### src/rtl/wb_port_scheduler_if.sv
// wb_port_scheduler_if: write-port, long-latency, decode-hazard and register-file signals of the scheduler
interface wb_port_scheduler_if #(
    parameter int REG_AW = 5,
    parameter int DATA_W = 32
);
    logic              pipe_we;
    logic [REG_AW-1:0] pipe_waddr;
    logic [DATA_W-1:0] pipe_wdata;
    logic              pipe_hold;
    logic              ll_issue;
    logic [REG_AW-1:0] ll_issue_addr;
    logic              ll_valid;
    logic [REG_AW-1:0] ll_waddr;
    logic [DATA_W-1:0] ll_wdata;
    logic              ll_ready;
    logic [REG_AW-1:0] id_raddr1;
    logic              id_re1;
    logic [REG_AW-1:0] id_raddr2;
    logic              id_re2;
    logic [REG_AW-1:0] id_waddr;
    logic              id_we;
    logic              id_stall;
    logic              rf_we;
    logic [REG_AW-1:0] rf_waddr;
    logic [DATA_W-1:0] rf_wdata;
    modport master (
        output pipe_we, pipe_waddr, pipe_wdata, ll_issue, ll_issue_addr, ll_valid, ll_waddr, ll_wdata,
               id_raddr1, id_re1, id_raddr2, id_re2, id_waddr, id_we,
        input  pipe_hold, ll_ready, id_stall, rf_we, rf_waddr, rf_wdata
    );
    modport slave (
        input  pipe_we, pipe_waddr, pipe_wdata, ll_issue, ll_issue_addr, ll_valid, ll_waddr, ll_wdata,
               id_raddr1, id_re1, id_raddr2, id_re2, id_waddr, id_we,
        output pipe_hold, ll_ready, id_stall, rf_we, rf_waddr, rf_wdata
    );
endinterface

### src/rtl/wb_port_scheduler.sv
// wb_port_scheduler: arbitrates the register-file write port between pipeline and long-latency unit, tracks pending destinations
module wb_port_scheduler #(
    parameter int REG_NUM  = 32,
    parameter int REG_AW   = 5,
    parameter int DATA_W   = 32,
    parameter int MAX_WAIT = 4
) (
    input logic              clk,
    input logic              rst,
    wb_port_scheduler_if.slave bus
);
    localparam logic [REG_NUM-1:0] ONE = {{(REG_NUM-1){1'b0}}, 1'b1};
    logic [REG_NUM-1:0] pending, pend_eff, set_mask, clr_mask;
    logic [3:0]         wait_cnt;
    logic               hold_q, ll_grant, pipe_grant;
    always_comb begin
        bus.ll_ready  = ~rst & (hold_q | ~bus.pipe_we);
        ll_grant      = bus.ll_valid & bus.ll_ready;
        pipe_grant    = ~rst & bus.pipe_we & ~hold_q;
        bus.rf_we     = pipe_grant | ll_grant;
        bus.rf_waddr  = pipe_grant ? bus.pipe_waddr : ll_grant ? bus.ll_waddr : '0;
        bus.rf_wdata  = pipe_grant ? bus.pipe_wdata : ll_grant ? bus.ll_wdata : '0;
        bus.pipe_hold = hold_q;
        set_mask      = (bus.ll_issue && bus.ll_issue_addr != '0) ? ONE << bus.ll_issue_addr : '0;
        clr_mask      = ll_grant ? ONE << bus.ll_waddr : '0;
        pend_eff      = pending & ~clr_mask & ~ONE;
        bus.id_stall  = ~rst & ((bus.id_re1 & pend_eff[bus.id_raddr1]) |
                                (bus.id_re2 & pend_eff[bus.id_raddr2]) |
                                (bus.id_we  & pend_eff[bus.id_waddr]));
    end
    always_ff @(posedge clk) begin
        if (rst) begin
            pending  <= '0;
            wait_cnt <= '0;
            hold_q   <= 1'b0;
        end else begin
            pending  <= (pending & ~clr_mask) | set_mask;
            wait_cnt <= ll_grant || !bus.ll_valid ? 4'd0 :
                        wait_cnt == 4'(MAX_WAIT) ? wait_cnt : wait_cnt + 4'd1;
            hold_q   <= !ll_grant && bus.ll_valid && wait_cnt == 4'(MAX_WAIT - 1);
        end
    end
endmodule

### src/flat_wrapper.sv
// flat-port wrapper written by rule: the top's interface ports become plain ports
module wb_port_scheduler_flat 
#(
    parameter int REG_NUM  = 32,
    parameter int REG_AW   = 5,
    parameter int DATA_W   = 32,
    parameter int MAX_WAIT = 4
)
  (clk, rst, bus_pipe_we, bus_pipe_waddr, bus_pipe_wdata, bus_ll_issue, bus_ll_issue_addr, bus_ll_valid, bus_ll_waddr, bus_ll_wdata, bus_id_raddr1, bus_id_re1, bus_id_raddr2, bus_id_re2, bus_id_waddr, bus_id_we, bus_pipe_hold, bus_ll_ready, bus_id_stall, bus_rf_we, bus_rf_waddr, bus_rf_wdata);
  wb_port_scheduler_if #(.REG_AW(REG_AW), .DATA_W(DATA_W)) bus_i ();
  input logic clk;
  input logic rst;
  input wire logic [$bits(bus_i.pipe_we)-1:0] bus_pipe_we;
  input wire logic [$bits(bus_i.pipe_waddr)-1:0] bus_pipe_waddr;
  input wire logic [$bits(bus_i.pipe_wdata)-1:0] bus_pipe_wdata;
  input wire logic [$bits(bus_i.ll_issue)-1:0] bus_ll_issue;
  input wire logic [$bits(bus_i.ll_issue_addr)-1:0] bus_ll_issue_addr;
  input wire logic [$bits(bus_i.ll_valid)-1:0] bus_ll_valid;
  input wire logic [$bits(bus_i.ll_waddr)-1:0] bus_ll_waddr;
  input wire logic [$bits(bus_i.ll_wdata)-1:0] bus_ll_wdata;
  input wire logic [$bits(bus_i.id_raddr1)-1:0] bus_id_raddr1;
  input wire logic [$bits(bus_i.id_re1)-1:0] bus_id_re1;
  input wire logic [$bits(bus_i.id_raddr2)-1:0] bus_id_raddr2;
  input wire logic [$bits(bus_i.id_re2)-1:0] bus_id_re2;
  input wire logic [$bits(bus_i.id_waddr)-1:0] bus_id_waddr;
  input wire logic [$bits(bus_i.id_we)-1:0] bus_id_we;
  output wire logic [$bits(bus_i.pipe_hold)-1:0] bus_pipe_hold;
  output wire logic [$bits(bus_i.ll_ready)-1:0] bus_ll_ready;
  output wire logic [$bits(bus_i.id_stall)-1:0] bus_id_stall;
  output wire logic [$bits(bus_i.rf_we)-1:0] bus_rf_we;
  output wire logic [$bits(bus_i.rf_waddr)-1:0] bus_rf_waddr;
  output wire logic [$bits(bus_i.rf_wdata)-1:0] bus_rf_wdata;
  assign bus_i.pipe_we = bus_pipe_we;
  assign bus_i.pipe_waddr = bus_pipe_waddr;
  assign bus_i.pipe_wdata = bus_pipe_wdata;
  assign bus_i.ll_issue = bus_ll_issue;
  assign bus_i.ll_issue_addr = bus_ll_issue_addr;
  assign bus_i.ll_valid = bus_ll_valid;
  assign bus_i.ll_waddr = bus_ll_waddr;
  assign bus_i.ll_wdata = bus_ll_wdata;
  assign bus_i.id_raddr1 = bus_id_raddr1;
  assign bus_i.id_re1 = bus_id_re1;
  assign bus_i.id_raddr2 = bus_id_raddr2;
  assign bus_i.id_re2 = bus_id_re2;
  assign bus_i.id_waddr = bus_id_waddr;
  assign bus_i.id_we = bus_id_we;
  assign bus_pipe_hold = bus_i.pipe_hold;
  assign bus_ll_ready = bus_i.ll_ready;
  assign bus_id_stall = bus_i.id_stall;
  assign bus_rf_we = bus_i.rf_we;
  assign bus_rf_waddr = bus_i.rf_waddr;
  assign bus_rf_wdata = bus_i.rf_wdata;
  wb_port_scheduler #(.REG_NUM(REG_NUM), .REG_AW(REG_AW), .DATA_W(DATA_W), .MAX_WAIT(MAX_WAIT)) u_core (.clk(clk), .rst(rst), .bus(bus_i));
endmodule
### config.mk
export PLATFORM = sky130hd
export DESIGN_NAME = wb_port_scheduler_flat
export DESIGN_NICKNAME = d
export VERILOG_FILES = /design/src/rtl/wb_port_scheduler_if.sv /design/src/rtl/wb_port_scheduler.sv /design/src/flat_wrapper.sv
export SDC_FILE = /design/constraint.sdc
export NUM_CORES = 1
export LEC_CHECK = 0
export ABC_AREA = 1
export CAP_MARGIN = 20
export CORE_UTILIZATION = 41
export DETAILED_ROUTE_END_ITERATION = 8
export PLACE_DENSITY = 0.78
export SKIP_CTS_REPAIR_TIMING = 1
export SLEW_MARGIN = 20
export SYNTH_ARGS = -nofsm -noshare
export SYNTH_HDL_FRONTEND = slang
export SYNTH_SLANG_ARGS = --single-unit
### constraint.sdc
create_clock -name clk -period 5.89 [get_ports clk]
set_clock_uncertainty 0.05 [all_clocks]
set_input_delay 1.767 -clock clk [delete_from_list [all_inputs] [get_ports clk]]
set_output_delay 1.767 -clock clk [all_outputs]
set_load 0.01 [all_outputs]
Word-level counts from Yosys, hierarchy flattened --
Cells that the tools add are included. Widths: inputs -> output; s select.
Storage, ports and cells: register bits 37, input port bits 102, word-level logic and storage cells 49
Operators by class: $add $sub $neg 1, $lt $le $gt $ge 3, equal/unequal tests 2, shift-type cells 2, muxes and demuxes 12, bitwise operators 18, reductions and logical operators 8
Operator list (number):
- $mux 32 | 4
- $shl 1x5->32 const A | 2
- $and 32x32->32 | 1
- $not 32->32 | 1
- $or 32x32->32 | 1
- $lt 5x6->1 const B | 3
- $bmux 1 s5 | 3
- $mux 5 | 2
- $and 1x1->1 | 8
- $reduce_bool 5->1 | 1
- $add 4x1->4 const B | 1
- $eq 4x2->1 const B | 1
- $eq 4x3->1 const B | 1
- $or 1x1->1 | 4
- $logic_and 1x1->1 | 3
- $mux 1 | 3
- $not 1->1 | 3
- $logic_not 1->1 | 2
- $reduce_or 2->1 | 1
- $logic_or 1x1->1 | 1

Logic depth before layout (Yosys ltp) --
Gate-level depths: netlist of the first run.
word-level depth 13, depth in mapped cells 16, mapped depth without buffers 15

Worst setup path after synthesis of the first run --
Ideal clock, no wire load.
path type input to output, from input port bus_ll_waddr[4], to output port bus_id_stall, arrival time 3.027 ns, setup slack 1.046 ns, stages 15, buffers on the path 2, path through buf_2 -> inv_2 -> nor2_4 -> buf_6 -> a21boi_0 -> nand2_1 -> nand3_1 -> nand3_1 -> nand3_1 -> nand3_1 -> nand2_1 -> nand2_1 -> nand3_1 -> nand2_1 -> inv_1
Between the ends: longest elaborated chain between the ends 10
Ends and longest elaborated chain:
- from (decl) | RTL line flat_wrapper.sv:19 | input wire logic [$bits(bus_i.ll_waddr)-1:0] bus_ll_waddr;
- $shl 1x5->32 * | RTL line wb_port_scheduler.sv:25 | clr_mask = ll_grant ? ONE << bus.ll_waddr : '0;
- $mux 32 * | RTL line wb_port_scheduler.sv:25
- $not 32->32 * | RTL line wb_port_scheduler.sv:26 | pend_eff = pending & ~clr_mask & ~ONE;
- $and 32x32->32 * | RTL line wb_port_scheduler.sv:26
- $bmux 1 s5, on equally long branches | RTL line wb_port_scheduler.sv:27, wb_port_scheduler.sv:28
- $mux 1, on equally long branches | RTL line wb_port_scheduler.sv:27, wb_port_scheduler.sv:28
- $and 1x1->1, on equally long branches | RTL line wb_port_scheduler.sv:27, wb_port_scheduler.sv:28
- $or 1x1->1 | RTL line wb_port_scheduler.sv:27 | bus.id_stall = ~rst & ((bus.id_re1 & pend_eff[bus.id_raddr1]) |
- $or 1x1->1 * | RTL line wb_port_scheduler.sv:28 | (bus.id_re2 & pend_eff[bus.id_raddr2]) |
- $and 1x1->1 * | RTL line wb_port_scheduler.sv:27
- to (decl) | RTL line flat_wrapper.sv:29 | output wire logic [$bits(bus_i.id_stall)-1:0] bus_id_stall;
Every way passes the cells marked *; elsewhere a longest branch is shown, timed or not. The select of a mux whose other input is x is not followed.

Final worst setup path of the first run --
from input port bus_ll_valid, to output port bus_id_stall
Between the ends: longest elaborated chain between the ends 10
Ends and longest elaborated chain:
- from (decl) | RTL line flat_wrapper.sv:18 | input wire logic [$bits(bus_i.ll_valid)-1:0] bus_ll_valid;
- $and 1x1->1 * | RTL line wb_port_scheduler.sv:18 | ll_grant = bus.ll_valid & bus.ll_ready;
- $mux 32 * | RTL line wb_port_scheduler.sv:25
- $not 32->32 * | RTL line wb_port_scheduler.sv:26
- $and 32x32->32 * | RTL line wb_port_scheduler.sv:26
- $bmux 1 s5, on equally long branches | RTL line wb_port_scheduler.sv:27, wb_port_scheduler.sv:28
- $mux 1, on equally long branches | RTL line wb_port_scheduler.sv:27, wb_port_scheduler.sv:28
- $and 1x1->1, on equally long branches | RTL line wb_port_scheduler.sv:27, wb_port_scheduler.sv:28
- $or 1x1->1 | RTL line wb_port_scheduler.sv:27
- $or 1x1->1 * | RTL line wb_port_scheduler.sv:28
- $and 1x1->1 * | RTL line wb_port_scheduler.sv:27
Marks and branches as above.

==> summary.txt, run 1 <==
Status
  • Outcome: completed

Worst setup path
  • CP Class: in -> out
  • CP arrival: 3.91 ns
  • CP Capture Type: primary output
  • Critical path data required time: 4.07 ns
  • CP dominant cell by count: nand3_1
  • Critical Path Source Type: input pin
  • Slowest-stage cell, CP: clkdlybuf4s50_1
  • CP Max Fanout: 15
  • Crit path cell chain: clkdlybuf4s50_1 -> nand3_4 -> buf_12 -> inv_4 -> nand2_1 -> nand3_1 -> nand3_1 -> nand3_1 -> nand3_1 -> nand3_1 -> nand2_1 -> nand2_1 -> nand3_1 -> nand2_1 -> inv_1 -> dlymetal6s2s_1
  • Worst path max stage delay: between 0.5 and 0.6 ns

Logic synthesis
  • Ys flop type: dfxtp_1
  • Xor/xnor share of the synthesized area: 0.5321%
  • Syn Nets: 661
  • Synth cell types: 28
  • Ys async rst share: 0%
  • Most numerous cell in the Yosys netlist: nand3_1
  • EDFF count, synth: 0
  • Avg Cell Area, Syn: 5.910 um^2
  • Post-synthesis instance area: 3292 um^2
  • Synth top area cells: nand3_1 (26%), dfxtp_1 (22%), nand2_1 (12%)
  • Post-synth top cells: nand3_1 (174), nand2_1 (108), nor2_1 (48), inv_1 (43), a21oi_1 (41)
  • Mux share of post-synthesis cell area: 0%
  • Post-synthesis cell count: 557
  • Post-synthesis simple-gate area fraction: between 40% and 50%
  • Yosys reg bits: 36
  • Compound-Gate Fraction of Synth Area: 17.41%
  • Main combinational cell family by area after synthesis: simple AND/OR/NAND/NOR gates
  • Top-area cell type share of the netlist area: 26.45%
  • Seq/Total Area, Yosys: a little over a fifth
  • Yosys warnings: 0
  • Post-synth top area cell: nand3_1
  • Post-Synth Adder-Cell Area: less than 1%

Place
  • Area post-placement: 5236 um^2
  • Post-DP HPWL: approximately 13 mm
  • Buffers on Ports: 142
  • GPL Wtd Cong: about 1.1
  • Setup WS pre-CTS: -0.2069 ns
  • Placed insts: 835

Die
  • Floorplan Core Area: 7727 um^2
  • Io pins: 143
  • FP Rows: 32
  • Die width: 91.61 um
  • Initial Util: 42.60%
  • Die height: just over 90 um
  • Total Die Area: 8391 um^2

Timing
  • Max_slew headroom: 59.49%
  • Fin. Hold Viols: 0
  • # setup viols final: 0
  • Post-layout worst setup margin: ~0.16 ns
  • RSZ-0062 raised after global routing: false
  • Fin. max-slew vios: 0
  • Period minus WS final: 5.730 ns
  • Final Cycle Share: 97.29%
  • Worst-margin pin slew: 0.6043 ns
  • Peak Freq: ~0.17 GHz

Power and ir drop
  • Pwr Density: 128.5 nW/um^2
  • Reg power frac: 35.7%
  • Logic gate share of total power: 38.4%
  • Clk pwr share: 25.8%
  • Pleak: between 2 and 2.5 nW
  • Sw Pwr: 0.2277 mW
  • Switch share: 32.59%
  • Cell Int Power: about 0.47 mW
  • Post-layout power: 0.6987 mW
  • Max VDD drop: 0.1144 mV

Layout
  • Area occupied by multi-input gates: 2318 um^2
  • Utilization after layout: slightly above 70%
  • Finished Layout Cells: approximately 840
  • Storage cell area: 720.7 um^2
  • Fin nets: around 850
  • Fillers: just under 700
  • Final instance area: 5436 um^2
  • Antenna Cells: 0
  • Layout Area Growth over Synthesis: 65.15%
  • Fraction of final layout cells sized beyond drive strength 1: between 10% and 20%

Hold path
  • Worst hold path type: reg -> reg

Drt
  • Remaining antenna violation count after routing: 0
  • Vias: 4989
  • DRC marker count from the first detailed-route iteration: 484
  • DRT Pass-1 Iters: 6
  • Routed wire per std cell: 19.49 um
  • DR vias/cell: 5.911
  • Residual DRC: 0
  • Routed WL: around 16 mm

GRT
  • Largest net degree at the start of global routing: 39
  • Antenna violations before repair: 0
  • Remaining Overflow, GRT: 0
  • GRT Resource Usage Total: 38.83%
  • Vias in the first global route: 4640
  • First-pass GRT wire length: ~25 mm

Clocking
  • Clock Sinks: 36
  • CTS buffer count: 5
  • CTS Buffer Depth: 2
  • Htree depth: 2
  • CTS tree: yes
  • CTS clk-pin slew, worst paths: 0.07 ns
  • Worst skew pair latency: 0.28 ns
  • CTS root buffer: clkbuf_8

Run
  • Max-cap violations: 0
layout by cell type, fill, tap and decap left out, drive strengths merged, types with 2 or more instances in the layout:
| cell type | n |
|---|---|
| clkbuf | 7 |
| nor3 | 10 |
| buf | 66 |
| clkdlybuf4s50 | 139 |
| ha | 2 |
| nand2 | 112 |
| dfxtp | 36 |
| a22o | 32 |
| o21ai | 7 |
| nand3 | 176 |
| inv | 47 |
| a21oi | 41 |
| dlymetal6s2s | 3 |
| nor2 | 50 |
| a21boi | 7 |
| nand4 | 3 |
cells by family (layout without fill, tap and decap cells):
kind of cell               after synthesis  in the layout
DFF                                     36             36
buffers and inverters                   78            263
and+or+nand+nor                        352            352
xor gates and xnor gates                 2              2
AOI/OAI and AO/OA                       87             87
adders and majority gates                2              2
per-layer routing:
metal,global-route usage (%),up-vias,wire (um)
met4,23.28,0,1143
li1,-,2285,-
met5,0,-,0
met3,6.951,86,1880
met1,45.49,2235,5863
met2,65.66,383,7561
final timing paths:
check / slack (ns) / start / cells past startpoint / end
setup reg to reg: 4.29 / u_core.bus.pipe_hold / 9 / u_core.bus.pipe_hold
hold reg to reg: 0.43 / u_core.wait_cnt[3] / 1 / u_core.bus.pipe_hold
hold / removal: 0.43 / u_core.wait_cnt[3] / 1 / u_core.bus.pipe_hold
setup / recovery: 0.16 / bus_ll_valid / 16 / bus_id_stall
power groups by stage:
stage | Sequential (mW) | Combinational (mW) | Clock [mW]
after floorplan | 0.254 | 0.101 | 0
after global placement | 0.255 | 0.257 | 0
after detailed placement | 0.255 | 0.257 | 0
after CTS | 0.250 | 0.260 | 0.183
after global routing | 0.250 | 0.282 | 0.195
final | 0.250 | 0.269 | 0.180
state kept, by name, indices dropped and copies added (netlist names):
signal,cells
u_core.pending,31
u_core.bus.pipe_hold,1
u_core.wait_cnt,4
critical path, delay by kind of cell:
| kind | cells | cell delay, ns |
|---|---|---|
| and+or+nand+nor | 11 | 1.14 |
| buffers and inverters | 5 | 1.01 |
stage by stage:
step,setup TNS [ns],hold WS (ns)
after detailed placement,-0.2069,0.4133
after floorplan,0,0.3889
final,0,0.4320
after global routing,0,0.4508
after CTS,-0.2140,0.4341
after global placement,-0.1988,0.4112
final cells by class:
cell class	count	share of cell area [%]
sequential	36	13.26
clock inverter	1	0.1611
tap	102	2.348
clock buffer	7	1.404
inverter	47	3.337
timing repair buffer	208	36.85
multi-input combinational	443	42.65
Power figures use the tool's default switching activity.
==> inputs of run 2 (changes only) <==
SKIP_LAST_GASP = 1   (was default)
==> results of run 2 <==
No change in the layout: final DEF, timing and power equal those of run 1.
==> inputs of run 3 (changes only) <==
CORE_UTILIZATION = 47   (was 41)
PLACE_DENSITY = 0.88   (was 0.78)
==> run 3 against run 2 <==
Clock power rose by 5%. Final area is 1.9% lower. Critical endpoint unchanged. First-iteration DRC count increased by 31%. Flip-flop and latch count did not move. Non-clock buffer count shrank 7. Total power rose by 0.51%. Global-route usage rose by 3.6 points. Final cell count is 1.7% lower.
==> summary.txt, run 3 (synthesis results as in run 1) <==
Timing
  • # setup viols final: 0
  • Final Cycle Share: 98.47%
  • Max_slew headroom: 55.40%
  • Hold_ws: 0.4450 ns
  • Worst-margin pin slew: between 0.6 and 0.7 ns
  • Fin. max-slew vios: 0
  • Period minus WS final: approximately 5.8 ns
  • Setup tns final: 0 ns
  • Post-layout worst setup margin: 0.09020 ns
  • Fin. Hold Viols: 0
  • Peak Freq: 0.1724 GHz

Worst setup path
  • R2r setup slk: 4.12 ns
  • CP dominant cell by count: nand3_1
  • Slowest-stage cell, CP: clkdlybuf4s50_1
  • Reg2reg start: u_core.bus.pipe_hold
  • CP Class: in -> out
  • R2R depth: 10
  • Bufs and invs on worst path: 6
  • Critical path data required time: 4.07 ns
  • Critical R2R Capture: u_core.pending[17]
  • CP Capture Type: primary output
  • Top delay family on crit path: simple AND/OR/NAND/NOR gates
  • CP arrival: 3.98 ns
  • Critical Path Source Type: input pin
  • CP Max Fanout: 7
  • Crit path cell chain: clkdlybuf4s50_1 -> nand2_2 -> nand3_4 -> buf_12 -> nor2_4 -> buf_6 -> buf_4 -> nand2_1 -> nand3_1 -> nand3_1 -> nand2_1 -> nand2_1 -> nand3_1 -> nand3_1 -> nand3_1 -> nand3_1 -> nand2_1 -> inv_1 -> dlymetal6s2s_1
  • Worst path max stage delay: a little over 0.4 ns

Clocking
  • Htree depth: 2
  • Clock Sinks: 36
  • CTS root buffer: clkbuf_8
  • CTS Buffer Depth: 2
  • Worst skew pair latency: 0.29 ns
  • CTS buffer count: 5
  • CTS clk-pin slew, worst paths: 0.07 ns
  • CTS tree: yes

Hold path
  • Hold path depth: 1
  • Hold_sp: u_core.wait_cnt[3]
  • Worst hold path type: reg -> reg
  • Hold EP: u_core.bus.pipe_hold

Layout
  • Finished Layout Cells: 830
  • Largest register FFs: 31
  • Storage cell area: slightly above 700 um^2
  • Fraction of final layout cells sized beyond drive strength 1: 12.26%
  • Fin nets: 838
  • Commonest non-fill, non-tap cell in the layout: nand3_1
  • Most frequent cells in the layout: nand3_1 (174), clkdlybuf4s50_1 (137), nand2_1 (107)
  • Antenna Cells: 0
  • Top reg by flops: u_core.pending
  • Fillers: 514
  • Layout Area Growth over Synthesis: 61.95%
  • Area occupied by multi-input gates: 2270 um^2

Drt
  • Residual DRC: 0
  • Vias: around 5000
  • DR vias/cell: roughly 6
  • Routed WL: 15.86 mm
  • Remaining antenna violation count after routing: 0
  • DRT Pass-1 Iters: 6
  • DRC marker count from the first detailed-route iteration: 634
  • Routed wire per std cell: 19.11 um

Power and ir drop
  • Max VDD drop: 0.2217 mV
  • Pwr Density: 131.7 nW/um^2
  • Pleak: roughly 2.1 nW

GRT
  • Antenna violations before repair: 0
  • Largest net degree at the start of global routing: 38
  • Vias in the first global route: about 4700
  • First-pass GRT wire length: approximately 24 mm
  • GRT Resource Usage Total: a little over two fifths
  • Remaining Overflow, GRT: 0

Place
  • GPL Wtd Cong: 1.057
  • Post-DP HPWL: 12.62 mm
  • Setup WS pre-CTS: -0.2555 ns
  • Buffers on Ports: 142
  • Placed insts: 818

Die
  • Io pins: about 140
  • Total Die Area: roughly 7300 um^2
  • Die height: between 80 and 90 um
  • Die width: 85.69 um
  • Initial Util: 48.45%
  • Floorplan Core Area: 6794 um^2
  • FP Rows: 30

Run
  • Max-cap violations: 0

Status
  • Outcome: completed
-- run 3: worst max path at each step --
stage | start | endpoint | slack, ns | cells past startpoint
after floorplan | bus_ll_waddr[4] | bus_id_stall | 1.05 | 15
after global placement | bus_ll_waddr[0] | bus_id_stall | -0.26 | 16
after detailed placement | bus_ll_waddr[0] | bus_id_stall | -0.26 | 16
after CTS | bus_ll_waddr[0] | bus_id_stall | -0.28 | 16
after global routing | bus_pipe_we | bus_id_stall | -0.004 | 18
final | bus_pipe_we | bus_id_stall | 0.09 | 19
-- run 3: metrics by stage --
step                area [um^2]  utilization [%]  total power, mW
global route               5331            78.47           0.7276
floorplan                  3292                -           0.3546
CTS                        5243            77.16           0.6942
finish                     5331            78.47           0.7023
global placement           5146            75.75           0.5054
detailed placement         5146            75.75           0.5084
-- run 3: power breakdown --
group	switching, mW	internal [mW]	leakage (nW)	total (mW)
sequential	0.00376	0.246	0.291	0.250
clock	0.0853	0.104	0.0503	0.189
combinational	0.125	0.138	1.80	0.263
total	0.214	0.489	2.14	0.702
-- run 3: routing by layer --
layer / up-vias / track usage (%) / part of all wire [%]
met5: - / 0 / 0
met4: 0 / 24.09 / 5.9
met1: 2235 / 49.12 / 36
met2: 389 / 70.47 / 46
met3: 72 / 11.74 / 13
li1: 2272 / - / -
-- run 3: final cells by class --
cell class	count	share of cell area (%)
flip-flops and latches	36	13.52
clock buffers	7	1.807
multi-input cells	443	42.57
repair buffers	201	36.45
well taps	96	2.253
inverters	47	3.403
-- run 3: worst reg2reg max path, delay by kind of cell, from the launching register on --
family	cells	cell delay (ns)
buffers and inverters	4	0.54
AO/OA/AOI/OAI	2	0.21
flip-flops	1	0.36
AND/OR/NAND/NOR	4	0.49
